$ cat config.mk
export PLATFORM = sky130hd
export DESIGN_NAME = spy_round_ctrl
export DESIGN_NICKNAME = d
export VERILOG_FILES = /design/src/rtl/spy_game_pkg.sv /design/src/rtl/round_timer.sv /design/src/rtl/spy_round_ctrl.sv
export SDC_FILE = /design/constraint.sdc
export NUM_CORES = 1
export LEC_CHECK = 0
export BUFFER_PORTS_ARGS = -buffer_cell sky130_fd_sc_hd__buf_4
export CAP_MARGIN = 25
export CORE_MARGIN = 10
export CORE_UTILIZATION = 55
export CTS_BUF_LIST = sky130_fd_sc_hd__clkbuf_16
export DETAILED_ROUTE_END_ITERATION = 8
export PLACE_DENSITY = 0.86
export SKIP_CTS_REPAIR_TIMING = 1
export SLEW_MARGIN = 5
export SYNTH_ARGS = -nofsm -noshare
export SYNTH_HDL_FRONTEND = slang
export SYNTH_SLANG_ARGS = --single-unit
$ cat constraint.sdc
create_clock -name clock -period 4.37 [get_ports clock]
set_input_delay 0 -clock clock [delete_from_list [all_inputs] [get_ports clock]]
set_output_delay 0 -clock clock [all_outputs]
set_load 0.05 [all_outputs]
$ cat src/rtl/spy_game_pkg.sv
// Shared encodings for the Morse spy game: FSM states, guess result codes,
// Morse symbol codes, winner codes and the round-outcome record.
package spy_game_pkg;

    localparam logic [2:0] ST_IDLE      = 3'd0;
    localparam logic [2:0] ST_P1_ENTRY  = 3'd1;
    localparam logic [2:0] ST_LATCH     = 3'd2;
    localparam logic [2:0] ST_P2_GUESS  = 3'd3;
    localparam logic [2:0] ST_ROUND_END = 3'd4;
    localparam logic [2:0] ST_GAME_OVER = 3'd5;

    // 2'b11 from the guess datapath is treated as neutral.
    localparam logic [1:0] RES_NEUTRAL   = 2'b00;
    localparam logic [1:0] RES_CORRECT   = 2'b01;
    localparam logic [1:0] RES_INCORRECT = 2'b10;

    localparam logic [1:0] SYM_NONE = 2'b00;
    localparam logic [1:0] SYM_DOT  = 2'b01;
    localparam logic [1:0] SYM_LINE = 2'b10;

    localparam logic [1:0] WIN_NONE = 2'b00;
    localparam logic [1:0] WIN_P1   = 2'b01;
    localparam logic [1:0] WIN_P2   = 2'b10;

    typedef struct packed {
        logic p1_wins;
        logic p2_wins;
    } round_evt_t;

    function automatic logic [3:0] sat_inc(input logic [3:0] value, input logic [3:0] limit);
        return (value >= limit) ? value : value + 4'd1;
    endfunction

endpackage

$ cat src/rtl/round_timer.sv
// Per-round countdown in tick pulses; expire flags the tick that consumes
// the last remaining unit so the sequencer can award the round.
module round_timer #(
    parameter int TIME_LIMIT = 30
) (
    input  logic       clock,
    input  logic       reset,
    input  logic       load,
    input  logic       dec,
    output logic [5:0] count,
    output logic       expire
);

    always_ff @(posedge clock or posedge reset) begin
        if (reset) begin
            count <= 6'd0;
        end else if (load) begin
            count <= 6'(TIME_LIMIT);
        end else if (dec && count != 6'd0) begin
            count <= count - 6'd1;
        end
    end

    assign expire = dec && (count == 6'd1);

endmodule

$ cat src/rtl/spy_round_ctrl.sv
// Game sequencer: player 1 enters a code, player 2 guesses against attempt
// and time limits, round points accumulate until one player reaches WIN_SCORE.
module spy_round_ctrl
    import spy_game_pkg::*;
#(
    parameter int MAX_ATTEMPTS = 3,
    parameter int TIME_LIMIT   = 30,
    parameter int WIN_SCORE    = 5
) (
    input  logic       clock,
    input  logic       reset,
    input  logic       start,
    input  logic       p1_done,
    input  logic [9:0] p1_value,
    input  logic [1:0] p2_result,
    input  logic       p2_complete,
    input  logic       tick,
    output logic       p1_en,
    output logic       p2_en,
    output logic       p2_clear,
    output logic       code_latch,
    output logic [1:0] attempts_left,
    output logic [5:0] time_left,
    output logic [3:0] score_p1,
    output logic [3:0] score_p2,
    output logic       round_over,
    output logic [1:0] winner,
    output logic [2:0] state
);

    localparam logic [3:0] WIN_LIM  = 4'(WIN_SCORE);
    localparam logic [1:0] ATT_INIT = 2'(MAX_ATTEMPTS);

    logic       in_guess;
    logic       wrong;
    logic       timer_load;
    logic       timer_dec;
    logic       timer_expire;
    logic [2:0] next_state;
    round_evt_t evt;

    // Strobes are level outputs decoded from the registered next state, so
    // each one is high exactly for the cycle the FSM occupies its state.
    // p2_complete outranks everything: no counter moves on a player-2 win.
    assign in_guess   = (state == ST_P2_GUESS);
    assign wrong      = in_guess && !p2_complete && (p2_result == RES_INCORRECT);
    assign timer_dec  = in_guess && !p2_complete && tick;
    assign timer_load = (state == ST_P1_ENTRY) && p1_done && (p1_value != 10'd0);

    always_comb begin
        evt.p2_wins = in_guess && p2_complete;
        evt.p1_wins = (wrong && attempts_left == 2'd1) || timer_expire;
    end

    always_comb begin
        next_state = ST_IDLE;
        case (state)
            ST_IDLE:      next_state = start ? ST_P1_ENTRY : ST_IDLE;
            ST_P1_ENTRY:  next_state = timer_load ? ST_LATCH : ST_P1_ENTRY;
            ST_LATCH:     next_state = ST_P2_GUESS;
            ST_P2_GUESS:  next_state = (evt.p1_wins || evt.p2_wins) ? ST_ROUND_END : ST_P2_GUESS;
            ST_ROUND_END: next_state = (score_p1 == WIN_LIM || score_p2 == WIN_LIM)
                                       ? ST_GAME_OVER : ST_P1_ENTRY;
            ST_GAME_OVER: next_state = start ? ST_P1_ENTRY : ST_GAME_OVER;
            default:      next_state = ST_IDLE;
        endcase
    end

    round_timer #(
        .TIME_LIMIT(TIME_LIMIT)
    ) u_timer (
        .clock (clock),
        .reset (reset),
        .load  (timer_load),
        .dec   (timer_dec),
        .count (time_left),
        .expire(timer_expire)
    );

    always_ff @(posedge clock or posedge reset) begin
        if (reset) begin
            state         <= ST_IDLE;
            p1_en         <= 1'b0;
            p2_en         <= 1'b0;
            p2_clear      <= 1'b0;
            code_latch    <= 1'b0;
            round_over    <= 1'b0;
            attempts_left <= 2'd0;
            score_p1      <= 4'd0;
            score_p2      <= 4'd0;
            winner        <= WIN_NONE;
        end else begin
            state      <= next_state;
            p1_en      <= (next_state == ST_P1_ENTRY);
            p2_en      <= (next_state == ST_P2_GUESS);
            p2_clear   <= (next_state == ST_LATCH);
            code_latch <= (next_state == ST_LATCH);
            round_over <= (next_state == ST_ROUND_END);

            if (timer_load) begin
                attempts_left <= ATT_INIT;
            end else if (wrong && attempts_left != 2'd0) begin
                attempts_left <= attempts_left - 2'd1;
            end

            if (evt.p1_wins) begin
                score_p1 <= sat_inc(score_p1, WIN_LIM);
            end
            if (evt.p2_wins) begin
                score_p2 <= sat_inc(score_p2, WIN_LIM);
            end

            if (state == ST_ROUND_END) begin
                if (score_p1 == WIN_LIM) begin
                    winner <= WIN_P1;
                end else if (score_p2 == WIN_LIM) begin
                    winner <= WIN_P2;
                end
            end

            if (state == ST_GAME_OVER && start) begin
                score_p1 <= 4'd0;
                score_p2 <= 4'd0;
                winner   <= WIN_NONE;
            end
        end
    end

endmodule

### Yosys cells after proc, flatten, opt, wreduce, memory -nomap -nowiden

Index checks and enable logic that the tools add are counted.

| storage, ports and cells | value |
|---|---|
| bits of input ports | 18 |
| output and inout bits | 26 |
| bits in registers | 25 |
| logic and storage cells | 80 |

| cells by class | value |
|---|---|
| reductions and logical operators | 28 |
| add/subtract/negate cells | 4 |
| equal/unequal tests | 16 |
| order comparisons | 2 |
| mux-type cells | 20 |

Operators by type and width:

| cell | count |
|---|---|
| 4-bit 2-to-1 mux | 6 |
| 3-bit case mux with 6 select lines | 1 |
| 2-bit 2-to-1 mux | 7 |
| 3-bit by 2-bit == test with 1-bit output, second input constant | 4 |
| 6-bit 2-to-1 mux | 2 |
| 2-bit nonzero test | 6 |
| 1-bit logical AND | 11 |
| 10-bit nonzero test | 1 |
| 3-bit == test, second input constant | 3 |
| 3-bit 2-to-1 mux | 3 |
| 4-bit by 1-bit adder with 4-bit output, second input constant | 2 |
| 4-bit by 3-bit == test with 1-bit output, second input constant | 2 |
| 4-bit by 3-bit >= comparator with 1-bit output, second input constant | 2 |
| 3-bit by 1-bit == test with 1-bit output, second input constant | 2 |
| 6-bit by 1-bit == test with 1-bit output, second input constant | 1 |
| 2-bit AND reduction | 3 |
| 6-bit nonzero test | 1 |
| 6-bit by 1-bit subtractor with 6-bit output, second input constant | 1 |
| 2-bit by 1-bit inequality test with 1-bit output, second input constant | 2 |
| 3-bit zero test | 1 |
| 1-bit logical OR | 3 |
| 3-bit nonzero test | 1 |
| 2-bit by 1-bit == test with 1-bit output, second input constant | 1 |
| 2-bit == test, second input constant | 1 |
| other kinds (3) | 3 |

### Longest topological paths before layout

| depth | value |
|---|---|
| depth in word-level cells | 9 |
| depth in mapped cells | 6 |
| depth with buffers taken out | 6 |

### By module

Synthesis repeated with hierarchy kept, for this count alone.

| second synthesis, totals | value |
|---|---|
| cell total of the unflattened synthesis | 157 |
| area total of the unflattened synthesis | 1520.2 µm² |

Modules (own cells, without submodules):

| module | instances | sequential area each (µm²) | area each (µm²) | cells each |
|---|---|---|---|---|
| spy_round_ctrl | 1 | 475.5 | 1091.0 | 111 |
| round_timer | 1 | 150.1 | 429.2 | 46 |

### Worst setup path after synthesis

Ideal clock, no wire load.

| timing | value |
|---|---|
| path kind | register to register |
| from | reg u_timer.count[1] |
| to | reg score_p1[0] |
| cell stages (with the launch flop) | 7 |
| setup time | 0.153 ns |
| buffers on the path | 0 |
| data required time | 4.217 ns |
| slack | 2.180 ns |
| clock period less this slack | 2.190 ns |
| data arrival time | 2.037 ns |
| cells stage by stage | dfrtp_1 > inv_1 > ha_1 > inv_1 > or4b_4 > a221o_2 > mux2i_1 |

| between the ends | value |
|---|---|
| cells in the longest elaborated chain, start to end | 5 |

RTL lines:

| what | line | RTL |
|---|---|---|
| start: declaration | round_timer.sv:10 | `output logic [5:0] count,` |
| start signal: assignment | round_timer.sv:18 | `count <= 6'(TIME_LIMIT);` |
| start signal: assignment | round_timer.sv:20 | `count <= count - 6'd1;` |
| 6-bit by 1-bit == test with 1-bit output | round_timer.sv:24 | `assign expire = dec && (count == 6'd1);` |
| 1-bit logical AND | round_timer.sv:24 |  |
| 1-bit logical OR | spy_round_ctrl.sv:52 | `evt.p1_wins = (wrong && attempts_left == 2'd1) \|\| timer_expire;` |
| 2-bit nonzero test (no line) | -- |  |
| 2-bit AND reduction (no line) | -- |  |
| end signal: assignment | spy_round_ctrl.sv:107 | `score_p1 <= sat_inc(score_p1, WIN_LIM);` |
| end: declaration | spy_round_ctrl.sv:24 | `output logic [3:0] score_p1,` |

No other way between the ends.
A chain may end at the register's enable or synchronous reset.

### Worst setup path in the final report

| timing | value |
|---|---|
| from | reg u_timer.count[1] |
| to | reg score_p1[2] |

Same word-level chain as after synthesis.

==> summary.txt <==
Synthesis
  • Post-synth cell types: 46
  • Syn Inst Count: 143
  • Syn Nets: 172
  • Predominant post-synthesis flop cell: dfrtp_1
  • Synth warn: 0
  • Post-synthesis sequential area ratio: 42.9%
  • #FFs+latches synth: 25
  • Syn avg cell area: 10.2 sq um
  • Post-synth ARST share: 100%
  • Number of flops mapped to enable cells by yosys: 0
  • Synthesized area: 0.00146 sq mm

Worst hold path
  • Worst min-delay path category: input port to flip-flop
  • Hold Path Depth: 3
  • Hold path start: p2_complete
  • WHS Endpoint: round_over$_DFF_PP0_

STA
  • Fmax: 481 MHz
  • Max_slew headroom: 55.0%
  • Clock skew: 0.00526 ns
  • Slew @ Worst Pin: 0.658 ns
  • Unrepaired setup endpoints after global routing: no
  • Min cycle time layout: 2.08 ns
  • Setup-failing EPs final: 0
  • Tcrit/Tclk final: 47.6%
  • Final Hold Vio Count: 0
  • Final Slew Violations: 0
  • Setup TNS: 0 ns

Critical path
  • Crit path arrival time: 2.20 ns
  • CP top delay family: compound AO/OA/AOI/OAI gates
  • RR Startpoint: u_timer.count[1]$_DFFE_PP0P_
  • Slowest CP cell: or4b_4
  • CP Capture Type: flip-flop
  • Reg2reg path depth: 6
  • Bufs and invs on worst path: 2
  • RR Endpoint: score_p1[2]$_DFFE_PP0P_
  • CP Data Required Time: 4.49 ns
  • R2R Setup Slk: 2.29 ns
  • Cell repeated most along the worst path: inv_1
  • CP max stage delay: 0.56 ns
  • CP Launch Type: flip-flop
  • CP cell instances: inv_1 > ha_1 > inv_1 > or4b_4 > a2111oi_0 > a211oi_1
  • Crit Path Class: flip-flop to flip-flop
  • Max FO, Critical Path: 4

Global routing
  • Antenna violations before repair: 0
  • Global-route wire length before repair: 6.26 mm
  • GRT overflow: 0
  • Met3 Use GR: 3.86%
  • Largest net degree at the start of global routing: 26
  • Met2 global-route usage: 27.5%
  • Gr usage total: 14.8%
  • Vias in the first global route: 1335
  • Most used routing layer: met2
  • M1 GR Usage: 15.2%

Routing
  • Drt via density: 5.69
  • Vias: 1252
  • Initial DRC count: 59
  • Final antenna-violating net count: 0
  • Detailed-route wire length: 3.86 mm
  • Drt drc: 0
  • Routed WL per cell: 17.6 microns
  • Total iterations of the first detailed-routing run: 5

Floorplanning
  • Die area: 0.00511 sq mm
  • Die span in y: 71.5 microns
  • Core Area: 0.00250 sq mm
  • Starting Density: 58.3%
  • IO Pins: 44
  • Cell row count: 18
  • Die W: 71.5 microns

Finish
  • Ant. Diodes: 0
  • Commonest non-fill, non-tap cells in the layout: 43 x buf_4, 25 x dfrtp_1, 16 x inv_1
  • Post-layout instance area: 0.00192 sq mm
  • FF+latch area: 626 sq um
  • # fillers: 164
  • Most common cell after layout, fill and taps aside: buf_4
  • Multi-input gate area: 753 sq um
  • Layout cell share with drive strength beyond 1: 29.5%
  • Fin cells: 220
  • Nets: 220
  • Area grow syn2layout: 31.7%

Power
  • PD cells: 664 mW/mm^2
  • Lkg Pwr: 0.933 nW
  • Worst vdd ir: 0.526 mV

Clock tree
  • Root Buffer: clkbuf_16
  • CTS tree: built
  • Clock latency on the worst-skew pair: 0.26 ns
  • Longest Clk Path Bufs: 2
  • Sink Count: 25
  • TritonCTS Buffers: 3
  • H-Tree Depth: 1
  • Worst-path clk slew: 0.07 ns

Job
  • MaxCap Viol Count: 0

Place
  • HPWL after detailed placement: 2.96 mm
  • Final RePlAce weighted congestion: 0.839
  • Placed cell count: 214
  • Port Buffers: 43
  • Placed instance area: 0.00180 sq mm

Run status
  • Outcome: finished clean
flip-flops by register name (all words and copies together), names as in the netlist:
name           cells
round_over         1
u_timer.count      6
p2_en              1
state              3
code_latch         1
winner             2
p1_en              1
attempts_left      2
score_p2           4
score_p1           4
synthesized netlist by cell type, drive strengths merged, types with 2 or more instances:
cell type / number / share of area, %
and3: 2 / 0.86
dfrtp: 25 / 43
and3b: 2 / 1.3
mux2i: 3 / 2.1
inv: 16 / 4.1
nand2b: 4 / 1.7
nand4b: 2 / 1.2
a311o: 2 / 1.4
a211oi: 3 / 1.5
nand4: 2 / 0.86
nand3: 2 / 0.69
a211o: 2 / 1.3
o211ai: 2 / 1.0
or2b: 2 / 1.0
nor2: 12 / 3.1
nor3: 4 / 1.4
o21ai: 6 / 2.1
buf: 2 / 1.3
nor4: 3 / 2.3
xnor2: 4 / 2.4
or4b: 2 / 1.6
nand2: 12 / 3.1
a2111oi: 2 / 1.2
ha: 11 / 9.4
nand3b: 2 / 1.9
metal layers:
layer,vias to the layer above,share of wire [%]
met2,34,56
met4,0,1.7
met5,-,0
li1,610,-
met1,602,38
met3,6,5.1
how the worst max path moves through the flow:
stage	startpoint	end	slack (ns)	cells past startpoint
after CTS	u_timer.count[1]$_DFFE_PP0P_	score_p1[2]$_DFFE_PP0P_	2.34	6
after global routing	u_timer.count[1]$_DFFE_PP0P_	score_p1[2]$_DFFE_PP0P_	2.08	6
after detailed placement	u_timer.count[1]$_DFFE_PP0P_	score_p1[1]$_DFFE_PP0P_	2.34	6
after floorplan	u_timer.count[1]$_DFFE_PP0P_	score_p1[0]$_DFFE_PP0P_	2.18	6
final	u_timer.count[1]$_DFFE_PP0P_	score_p1[2]$_DFFE_PP0P_	2.29	6
after global placement	u_timer.count[5]$_DFFE_PP0P_	score_p1[0]$_DFFE_PP0P_	2.40	4
stage by stage:
stage	worst slack, ns	hold slack, ns	utilization (%)	power (W)
floorplan	2.18	0.0273	-	0.000870
global placement	2.40	0.261	72.0	0.00105
detailed placement	2.34	0.265	72.0	0.00107
CTS	2.34	-0.0121	75.3	0.00128
global route	2.08	0.0845	76.8	0.00135
finish	2.29	0.0804	76.8	0.00127
logic make-up after synthesis:
group,synth area share (%)
fa+ha+maj,9.44
simple gates,24.6
buf+inv,5.41
flops,42.9
xor+xnor,2.40
compound gates,13.1
mux,2.06
power by group:
| group | switching [W] | total (W) | internal, W |
|---|---|---|---|
| clock | 0.0000807 | 0.000205 | 0.000124 |
| combinational | 0.000449 | 0.000665 | 0.000216 |
| sequential | 0.0000991 | 0.000404 | 0.000305 |
worst register-to-register path: cells and delay by family (launching register included):
kind,cells,cell delay [ns]
buf+inv,2,0.18
compound gates,2,0.60
fa+ha+maj,1,0.20
simple gates,1,0.56
flops,1,0.41
area by class of cell:
type / count / area share (%)
clock buffers: 3 / 3.91
clock inverters: 1 / 0.391
inverters: 16 / 3.13
multi-input cells: 100 / 39.2
flip-flops and latches: 25 / 32.6
well taps: 30 / 1.96
repair buffers: 45 / 18.8
(Power assumes the default switching activity.)
